`src/rtl/multi_clock_divider.sv`:
```
// multi_clock_divider
//   NUM_CH independent clock dividers running from one input clock. Each channel
//   toggles its output after (divisor + 1) input cycles. The channel also gives a
//   one-cycle tick on every rising output edge. A new divisor is written into a
//   pending register and only takes effect at the next toggle, so a half-period
//   already in progress is never cut short. A global sync restarts all enabled
//   channels in phase.
//
//   Optional feature macro: CLKDIV_DUTY_EN
//     When defined, each channel has separate high-half and low-half divisors.
//     wr_sel picks the target of a write: 0 = high, 1 = low. A pending high divisor
//     is applied on the 0->1 toggle and a pending low divisor on the 1->0 toggle.
//     When undefined, wr_sel is ignored and one divisor sets both halves.
module multi_clock_divider #(
    parameter int unsigned      NUM_CH      = 4,
    parameter int unsigned      WIDTH       = 32,
    parameter logic [WIDTH-1:0] DEFAULT_DIV = WIDTH'(32'd25000000)
) (
    input  logic              clk_in,
    input  logic              rst,
    input  logic [NUM_CH-1:0] en,
    input  logic              sync,
    input  logic              wr_en,
    input  logic [3:0]        wr_ch,
    input  logic              wr_sel,
    input  logic [WIDTH-1:0]  wr_div,
    output logic [NUM_CH-1:0] clk_out,
    output logic [NUM_CH-1:0] tick,
    output logic [NUM_CH-1:0] pend
);

    // A write aimed past the last channel is dropped here.
    logic wr_ok_s;
    assign wr_ok_s = wr_en && ({1'b0, wr_ch} < 5'(NUM_CH));

`ifndef CLKDIV_DUTY_EN
    logic unused_wr_sel_s;
    assign unused_wr_sel_s = wr_sel;
`endif

    for (genvar i = 0; i < NUM_CH; i++) begin : g_ch
        logic [WIDTH-1:0] cnt_q;
        logic [WIDTH-1:0] cnt_d;
        logic [WIDTH-1:0] cur_div_s;
        logic             clk_q;
        logic             clk_d;
        logic             tick_q;
        logic             tick_d;
        logic             pend_q;
        logic             pend_d;
        logic             hit_s;
        logic             restart_s;
        logic             toggle_s;

        assign hit_s = wr_ok_s && (wr_ch == 4'(i));

        // Half-period counter, output level and rising-edge strobe.
        // The >= test makes the channel toggle at once if the divisor ever drops below the count.
        always_comb begin
            cnt_d     = cnt_q;
            clk_d     = clk_q;
            tick_d    = 1'b0;
            restart_s = 1'b0;
            toggle_s  = 1'b0;
            if (!en[i] || sync) begin
                cnt_d     = {WIDTH{1'b0}};
                clk_d     = 1'b0;
                restart_s = 1'b1;
            end else if (cnt_q >= cur_div_s) begin
                cnt_d    = {WIDTH{1'b0}};
                clk_d    = ~clk_q;
                tick_d   = ~clk_q;
                toggle_s = 1'b1;
            end else begin
                cnt_d = cnt_q + WIDTH'(1);
            end
        end

`ifdef CLKDIV_DUTY_EN
        logic [WIDTH-1:0] act_hi_q;
        logic [WIDTH-1:0] act_hi_d;
        logic [WIDTH-1:0] act_lo_q;
        logic [WIDTH-1:0] act_lo_d;
        logic [WIDTH-1:0] nxt_hi_q;
        logic [WIDTH-1:0] nxt_hi_d;
        logic [WIDTH-1:0] nxt_lo_q;
        logic [WIDTH-1:0] nxt_lo_d;
        logic             pend_hi_q;
        logic             pend_hi_d;
        logic             pend_lo_q;
        logic             pend_lo_d;

        // The divisor in use depends on which half the output is in now.
        assign cur_div_s = clk_q ? act_hi_q : act_lo_q;

        // Divisor staging: each half applies its pending value on the toggle into that half.
        // A write in the same cycle is staged after the apply, so it waits for the next toggle.
        always_comb begin
            act_hi_d  = act_hi_q;
            act_lo_d  = act_lo_q;
            nxt_hi_d  = nxt_hi_q;
            nxt_lo_d  = nxt_lo_q;
            pend_hi_d = pend_hi_q;
            pend_lo_d = pend_lo_q;
            if (restart_s || (toggle_s && !clk_q)) begin
                act_hi_d  = nxt_hi_q;
                pend_hi_d = 1'b0;
            end else begin
                act_hi_d  = act_hi_q;
            end
            if (restart_s || (toggle_s && clk_q)) begin
                act_lo_d  = nxt_lo_q;
                pend_lo_d = 1'b0;
            end else begin
                act_lo_d  = act_lo_q;
            end
            if (hit_s && !wr_sel) begin
                nxt_hi_d  = wr_div;
                pend_hi_d = 1'b1;
            end else if (hit_s && wr_sel) begin
                nxt_lo_d  = wr_div;
                pend_lo_d = 1'b1;
            end else begin
                nxt_hi_d  = nxt_hi_q;
                nxt_lo_d  = nxt_lo_q;
            end
            pend_d = pend_hi_d | pend_lo_d;
        end

        // Divisor registers for the high and low halves.
        always_ff @(posedge clk_in or posedge rst) begin
            if (rst) begin
                act_hi_q  <= DEFAULT_DIV;
                act_lo_q  <= DEFAULT_DIV;
                nxt_hi_q  <= DEFAULT_DIV;
                nxt_lo_q  <= DEFAULT_DIV;
                pend_hi_q <= 1'b0;
                pend_lo_q <= 1'b0;
            end else begin
                act_hi_q  <= act_hi_d;
                act_lo_q  <= act_lo_d;
                nxt_hi_q  <= nxt_hi_d;
                nxt_lo_q  <= nxt_lo_d;
                pend_hi_q <= pend_hi_d;
                pend_lo_q <= pend_lo_d;
            end
        end
`else
        logic [WIDTH-1:0] act_q;
        logic [WIDTH-1:0] act_d;
        logic [WIDTH-1:0] nxt_q;
        logic [WIDTH-1:0] nxt_d;

        assign cur_div_s = act_q;

        // Divisor staging: the pending value is applied on any toggle or restart.
        // A write in the same cycle is staged after the apply, so it waits for the next toggle.
        always_comb begin
            act_d  = act_q;
            nxt_d  = nxt_q;
            pend_d = pend_q;
            if (restart_s || toggle_s) begin
                act_d  = nxt_q;
                pend_d = 1'b0;
            end else begin
                act_d  = act_q;
            end
            if (hit_s) begin
                nxt_d  = wr_div;
                pend_d = 1'b1;
            end else begin
                nxt_d  = nxt_q;
            end
        end

        // Active and pending divisor registers.
        always_ff @(posedge clk_in or posedge rst) begin
            if (rst) begin
                act_q <= DEFAULT_DIV;
                nxt_q <= DEFAULT_DIV;
            end else begin
                act_q <= act_d;
                nxt_q <= nxt_d;
            end
        end
`endif

        // Channel state and registered outputs.
        always_ff @(posedge clk_in or posedge rst) begin
            if (rst) begin
                cnt_q  <= {WIDTH{1'b0}};
                clk_q  <= 1'b0;
                tick_q <= 1'b0;
                pend_q <= 1'b0;
            end else begin
                cnt_q  <= cnt_d;
                clk_q  <= clk_d;
                tick_q <= tick_d;
                pend_q <= pend_d;
            end
        end

        assign clk_out[i] = clk_q;
        assign tick[i]    = tick_q;
        assign pend[i]    = pend_q;
    end

endmodule

```
`config.mk`:
```
export PLATFORM = sky130hd
export DESIGN_NAME = multi_clock_divider
export DESIGN_NICKNAME = d
export VERILOG_FILES = /design/src/rtl/multi_clock_divider.sv
export SDC_FILE = /design/constraint.sdc
export NUM_CORES = 1
export LEC_CHECK = 0
export BUFFER_PORTS_ARGS = -buffer_cell sky130_fd_sc_hd__buf_2
export CELL_PAD_IN_SITES_DETAIL_PLACEMENT = 0
export CELL_PAD_IN_SITES_GLOBAL_PLACEMENT = 1
export CORE_AREA = 2 2 192 194
export CTS_BUF_LIST = sky130_fd_sc_hd__clkbuf_16
export CTS_CLUSTER_SIZE = 25
export DETAILED_ROUTE_END_ITERATION = 10
export DIE_AREA = 0 0 194 196
export GPL_ROUTABILITY_DRIVEN = 1
export PLACE_DENSITY = 0.9
export RECOVER_POWER = 100
export SLEW_MARGIN = 20
export SYNTH_ARGS = -nofsm -noshare
export SYNTH_HDL_FRONTEND = slang
export SYNTH_SLANG_ARGS = --single-unit
```
`constraint.sdc`:
```
create_clock -name clk_in -period 20.6 [get_ports clk_in]
set_input_delay 2.06 -clock clk_in [delete_from_list [all_inputs] [get_ports clk_in]]
set_output_delay 2.06 -clock clk_in [all_outputs]
set_load 0.02 [all_outputs]
```
# Word level (Yosys, flattened, before mapping)
# Index checks and enable logic that the tools add are counted.
dict set report classes {
  magnitude_cmp 5
  n_eq_ne 3
  bitwise_logic 4
  add_sub_neg 4
  reduce_logical 26
  n_mux 44
}
# cell n
set ops {}
lappend ops {{two-way mux 32 bit} 8}
lappend ops {{adder 32 x 1 -> 32 bit (second input constant)} 4}
lappend ops {{greater-or-equal comparator 32 bit} 4}
lappend ops {{two-way mux 1 bit} 36}
lappend ops {{nonzero test 2 bit} 8}
lappend ops {{equality test 4 x 2 -> 1 bit (second input constant)} 2}
lappend ops {{logical OR 1 bit} 8}
lappend ops {{logical AND 1 bit} 5}
lappend ops {{equality test 4 x 1 -> 1 bit (second input constant)} 1}
lappend ops {{logical NOT 1 bit} 4}
lappend ops {{logical NOT 4 bit} 1}
lappend ops {{< comparator 4 x 3 -> 1 bit (second input constant)} 1}
lappend ops {{inverter 1 bit} 4}
dict set report word_totals {
  in_bits 45
  out_inout_bits 12
  register_bits 396
}

# Longest topological paths before layout
dict set report logic_depth {
  depth_word 6
  depth_mapped 11
  mapped_depth_nobuf 8
}

# Least setup slack after synthesis
# OpenSTA, ideal clock, no wires.
dict set report synth_path {
  path_type {input -> register}
  startpoint {input port wr_ch[2]}
  endpoint {register g_ch[0].nxt_q[10]}
  slack_ps 16976
  arrival_ps 3500
  setup_time_ps 125
  n_path_buf 1
  t_required_ps 20475
  path_stages 4
  cell_sequence {nor3b_1 > nor3b_1 > buf_2 > mux2_2}
}
dict set report synth_via {
  elab_chain_cells 3
  elab_cells_between_ends 4
  cone_classes {1 x order compare; 3 x reduce/logical}
}
# item line
set synth_rtl {}
lappend synth_rtl {{from (decl)} 24} ;# input logic [3:0] wr_ch,
lappend synth_rtl {{< comparator 4 x 3 -> 1 bit} 34} ;# assign wr_ok_s = wr_en && ({1'b0, wr_ch} < 5'(NUM_CH));
lappend synth_rtl {{logical AND 1 bit} 34}
lappend synth_rtl {{logical AND 1 bit (*)} 55} ;# assign hit_s = wr_ok_s && (wr_ch == 4'(i));
lappend synth_rtl {{to (signal assigned)} 183} ;# nxt_q <= nxt_d;
lappend synth_rtl {{to (decl)} 151} ;# logic [WIDTH-1:0] nxt_q;
# Mark *: on every way between the ends. The rest lies on a longest branch, timed or not.
# A chain may end at the register's enable or synchronous reset.

==> results.py <==
metrics = {
    "timing": {
        "min_period_ns": 7.85,
        "finalSetupViolCount": 0,
        "hold_violations": 0,
        "fin_setup_tns_ns": 0,
        "finalCritPeriodShare_pct": 38.1,
        "grt_setup_unrepaired": "false",
        "fmax_mhz": 127,
        "tightest_slew_ns": 4.44,
        "skew_ns": 0.0118,
        "relSlewSlack_pct": -198,
        "slew_viol_final": 681,
    },
    "flow_run": {
        "maxCapViolCount": 13,
    },
    "clock_tree": {
        "clock_sinks": 396,
        "root_buffer": "clkbuf_16",
        "clock_tree.buffer_depth": 3,
        "numCtsBuffers": 41,
        "hold_buffers": 0,
        "clkSlewWorstSetupHoldPaths_ns": 0.06,
        "cts_resized": 0,
        "postCtsSetupBuffers": 0,
        "insertion_delay_ns": 0.52,
        "h-tree-depth": 2,
        "cts_tree": "done",
    },
    "worst_setup_path": {
        "start_kind": "primary input",
        "path_delay_family": "buffers and inverters",
        "critPathCaptureType": "async pin",
        "path_class": "primary input to async pin",
        "path_buf_inv": 3,
        "worstPathCellList": "clkbuf_1 > clkinvlp_2 > clkbuf_1",
        "crit_slowest_cell": "clkbuf_1",
        "critPathMaxFanout": 98,
        "worst_ep_arrival_time_ns": 7.58,
        "crit_required_ns": 20.33,
        "max_stage_delay_ns": 2.86,
        "critPathMostFrequentCell": "clkbuf_1",
    },
    "synth": {
        "async_reset_ff_share_pct": 100,
        "synth_edf_count": 0,
        "synth.ff_latch_count": 396,
        "ys.flop_type": "dfrtp_1",
        "synth_fa_ha_area_share_pct": 8.48,
        "synth_cell_types": 49,
        "post_synth_mux_area_share_pct": 15.3,
        "syn_avg_cell_area_um2": 11.7,
        "synth_warnings": 0,
        "synthCells": 1666,
        "syn-num-nets": 1843,
        "synthSimpleGateAreaFrac_pct": 11.1,
        "synth_xor_xnor_area_share_pct": 5.40,
        "seq_area_frac_synth_pct": 51.5,
        "synth_area_mm2": 0.0195,
        "synth_compound_area_share_pct": 3.68,
        "synth_top_family_by_area": "multiplexers",
    },
    "global_route": {
        "grt_remaining_overflow": 0,
        "grt_max_degree": 99,
        "grt_pass1_wl_mm": 65.3,
        "antenna_found_initial": 0,
        "grt.total_usage_pct": 21.4,
        "grt_pass1_vias": 12600,
    },
    "hold_path": {
        "hold_path_class": "register to register",
    },
    "die": {
        "fp.dieH_um": 196,
        "std_cell_rows": 70,
        "start_util_pct": 54.0,
        "die_w_um": 194,
        "core_mm2": 0.0361,
        "ios": 57,
        "die_area_mm2": 0.0380,
    },
    "drt": {
        "via_per_inst": 5.55,
        "firstDrtPassIters": 5,
        "wl_mm": 39.7,
        "post-route-drc-count": 0,
        "ant_nets": 0,
        "drt-initial-drc-count": 584,
        "detail_route.wl_per_cell_um": 17.9,
        "vias": 12300,
    },
    "placed_design": {
        "place_congestion": 0.805,
        "dp_hpwl_mm": 27.2,
        "dpl.cell_count": 2147,
        "placed_area_mm2": 0.0201,
        "io_buffers": 55,
    },
    "finish": {
        "layout.cells.non_filler": 2220,
        "antennaDiodeCount": 0,
        "fill_cells": 2991,
        "final_cell_area_mm2": 0.0212,
        "drive_gt1_share_pct": 23.0,
        "fin_nets": 1899,
        "syn_to_final_growth_pct": 9.01,
    },
    "power_and_ir_drop": {
        "leakage_uw": 0.00970,
        "power_uw": 2010,
        "power_density_mw_per_mm2": 94.5,
        "ir_drop_v": 0.0000740,
    },
    "run_status": {
        "status": "complete, but fails checks",
        "violations": "capacitance limit, slew limit",
    },
}
[cells in the mapped netlist (all sizes together), types with 2 or more instances]
cell	instances	share of area (%)
o21ai	30	0.77
o31ai	3	0.12
xnor2	54	2.4
ha	132	8.5
nand4	41	1.3
o21a	3	0.12
xor2	66	3.0
and2	5	0.16
or3	5	0.16
inv	142	2.7
and3	30	0.96
nand2b	9	0.29
clkbuf	16	0.31
or4b	3	0.15
nand2	71	1.4
a211oi	4	0.18
mux2	256	15
o311ai	3	0.17
dfstp	96	13
nor2b	6	0.23
buf	41	1.5
dfrtp	300	39
a21oi	60	1.6
nand3	48	1.2
nor3b	3	0.12
a21o	10	0.39
nor3	29	0.80
and4	16	0.73
a31oi	3	0.19
o211ai	2	0.077
nor2	170	3.3
nor4	3	0.096
[per-stage QoR]
step | util [%] | hold slack, ns | setup slack [ns]
global route | 58.8 | 0.500 | 11.35
detailed placement | 55.8 | 0.466 | 15.88
finish | 58.8 | 0.476 | 12.75
global placement | 55.8 | 0.462 | 15.95
floorplan | - | 0.447 | 7.69
CTS | 59.4 | 0.479 | 16.45
[sequential cells by signal, summed over array words and instances, names as in the netlist]
name         flops
g_ch.act_q     128
g_ch.clk_q       4
g_ch.cnt_q     128
g_ch.nxt_q     128
g_ch.pend_q      4
g_ch.tick_q      4
[worst paths after layout]
path                                          startpoint                            end  slack [ns]  depth (start not counted)
setup / recovery                                     rst     g_ch[2].cnt_q[9]$_DFF_PP0_       12.75                          3
hold / removal                g_ch[0].pend_q$_DFFE_PP0P_     g_ch[0].pend_q$_DFFE_PP0P_        0.48                          1
setup reg to reg           g_ch[0].act_q[19]$_DFFE_PP1P_  g_ch[0].act_q[27]$_DFFE_PP0P_       15.18                          9
hold reg to reg               g_ch[0].pend_q$_DFFE_PP0P_     g_ch[0].pend_q$_DFFE_PP0P_        0.48                          1
max in group clk_in        g_ch[0].act_q[19]$_DFFE_PP1P_  g_ch[0].act_q[27]$_DFFE_PP0P_       15.18                          9
min in group asynchronous                            rst    g_ch[3].cnt_q[10]$_DFF_PP0_        2.83                          2
[cells by family after synthesis]
logic type               Yosys count
AO/OA/AOI/OAI                    120
flip-flops                       396
adder cells (fa/ha/maj)          132
AND/OR/NAND/NOR                  443
XOR/XNOR                         120
buffers and inverters            199
multiplexers                     256
[layer usage]
metal  GRT usage (%)  vias up  wire [µm]
met4            6.45        0       1200
met1            29.8     6204      18400
met2            34.6      225      18200
met5               0        -          0
met3            3.68       82       1850
li1                -     5799          -
[area by class of cell]
class                      instances  area (µm²)  area share, %
clock buffer                      41        1030           4.83
clock inverter                    32         263           1.24
inverter                         142         534           2.52
multi-input combinational       1071        8450           39.8
sequential                       396       10000           47.3
tap                              468         586           2.76
timing repair buffer              70         337           1.59
[power by group]
part	switching (µW)	internal, µW	total (µW)
clock	297	422	719
combinational	139	142	281
sequential	66.9	938	1000
total	503	1500	2010
[cells in the final DEF (no fill, tap or decap), types with 27 or more instances in the layout]
cell type and count:
dfrtp_1 300, mux2_2 200, nor2_1 170, inv_1 151, ha_1 132, dfstp_2 95
nand2_1 71, xor2_1 66, a21oi_1 59, mux2_1 56, xnor2_1 54, nand3_1 48
nand4_1 41, clkbuf_16 41, buf_2 41, and3_1 30, nor3_1 27
No activity file was read; power rests on OpenSTA's default activity.
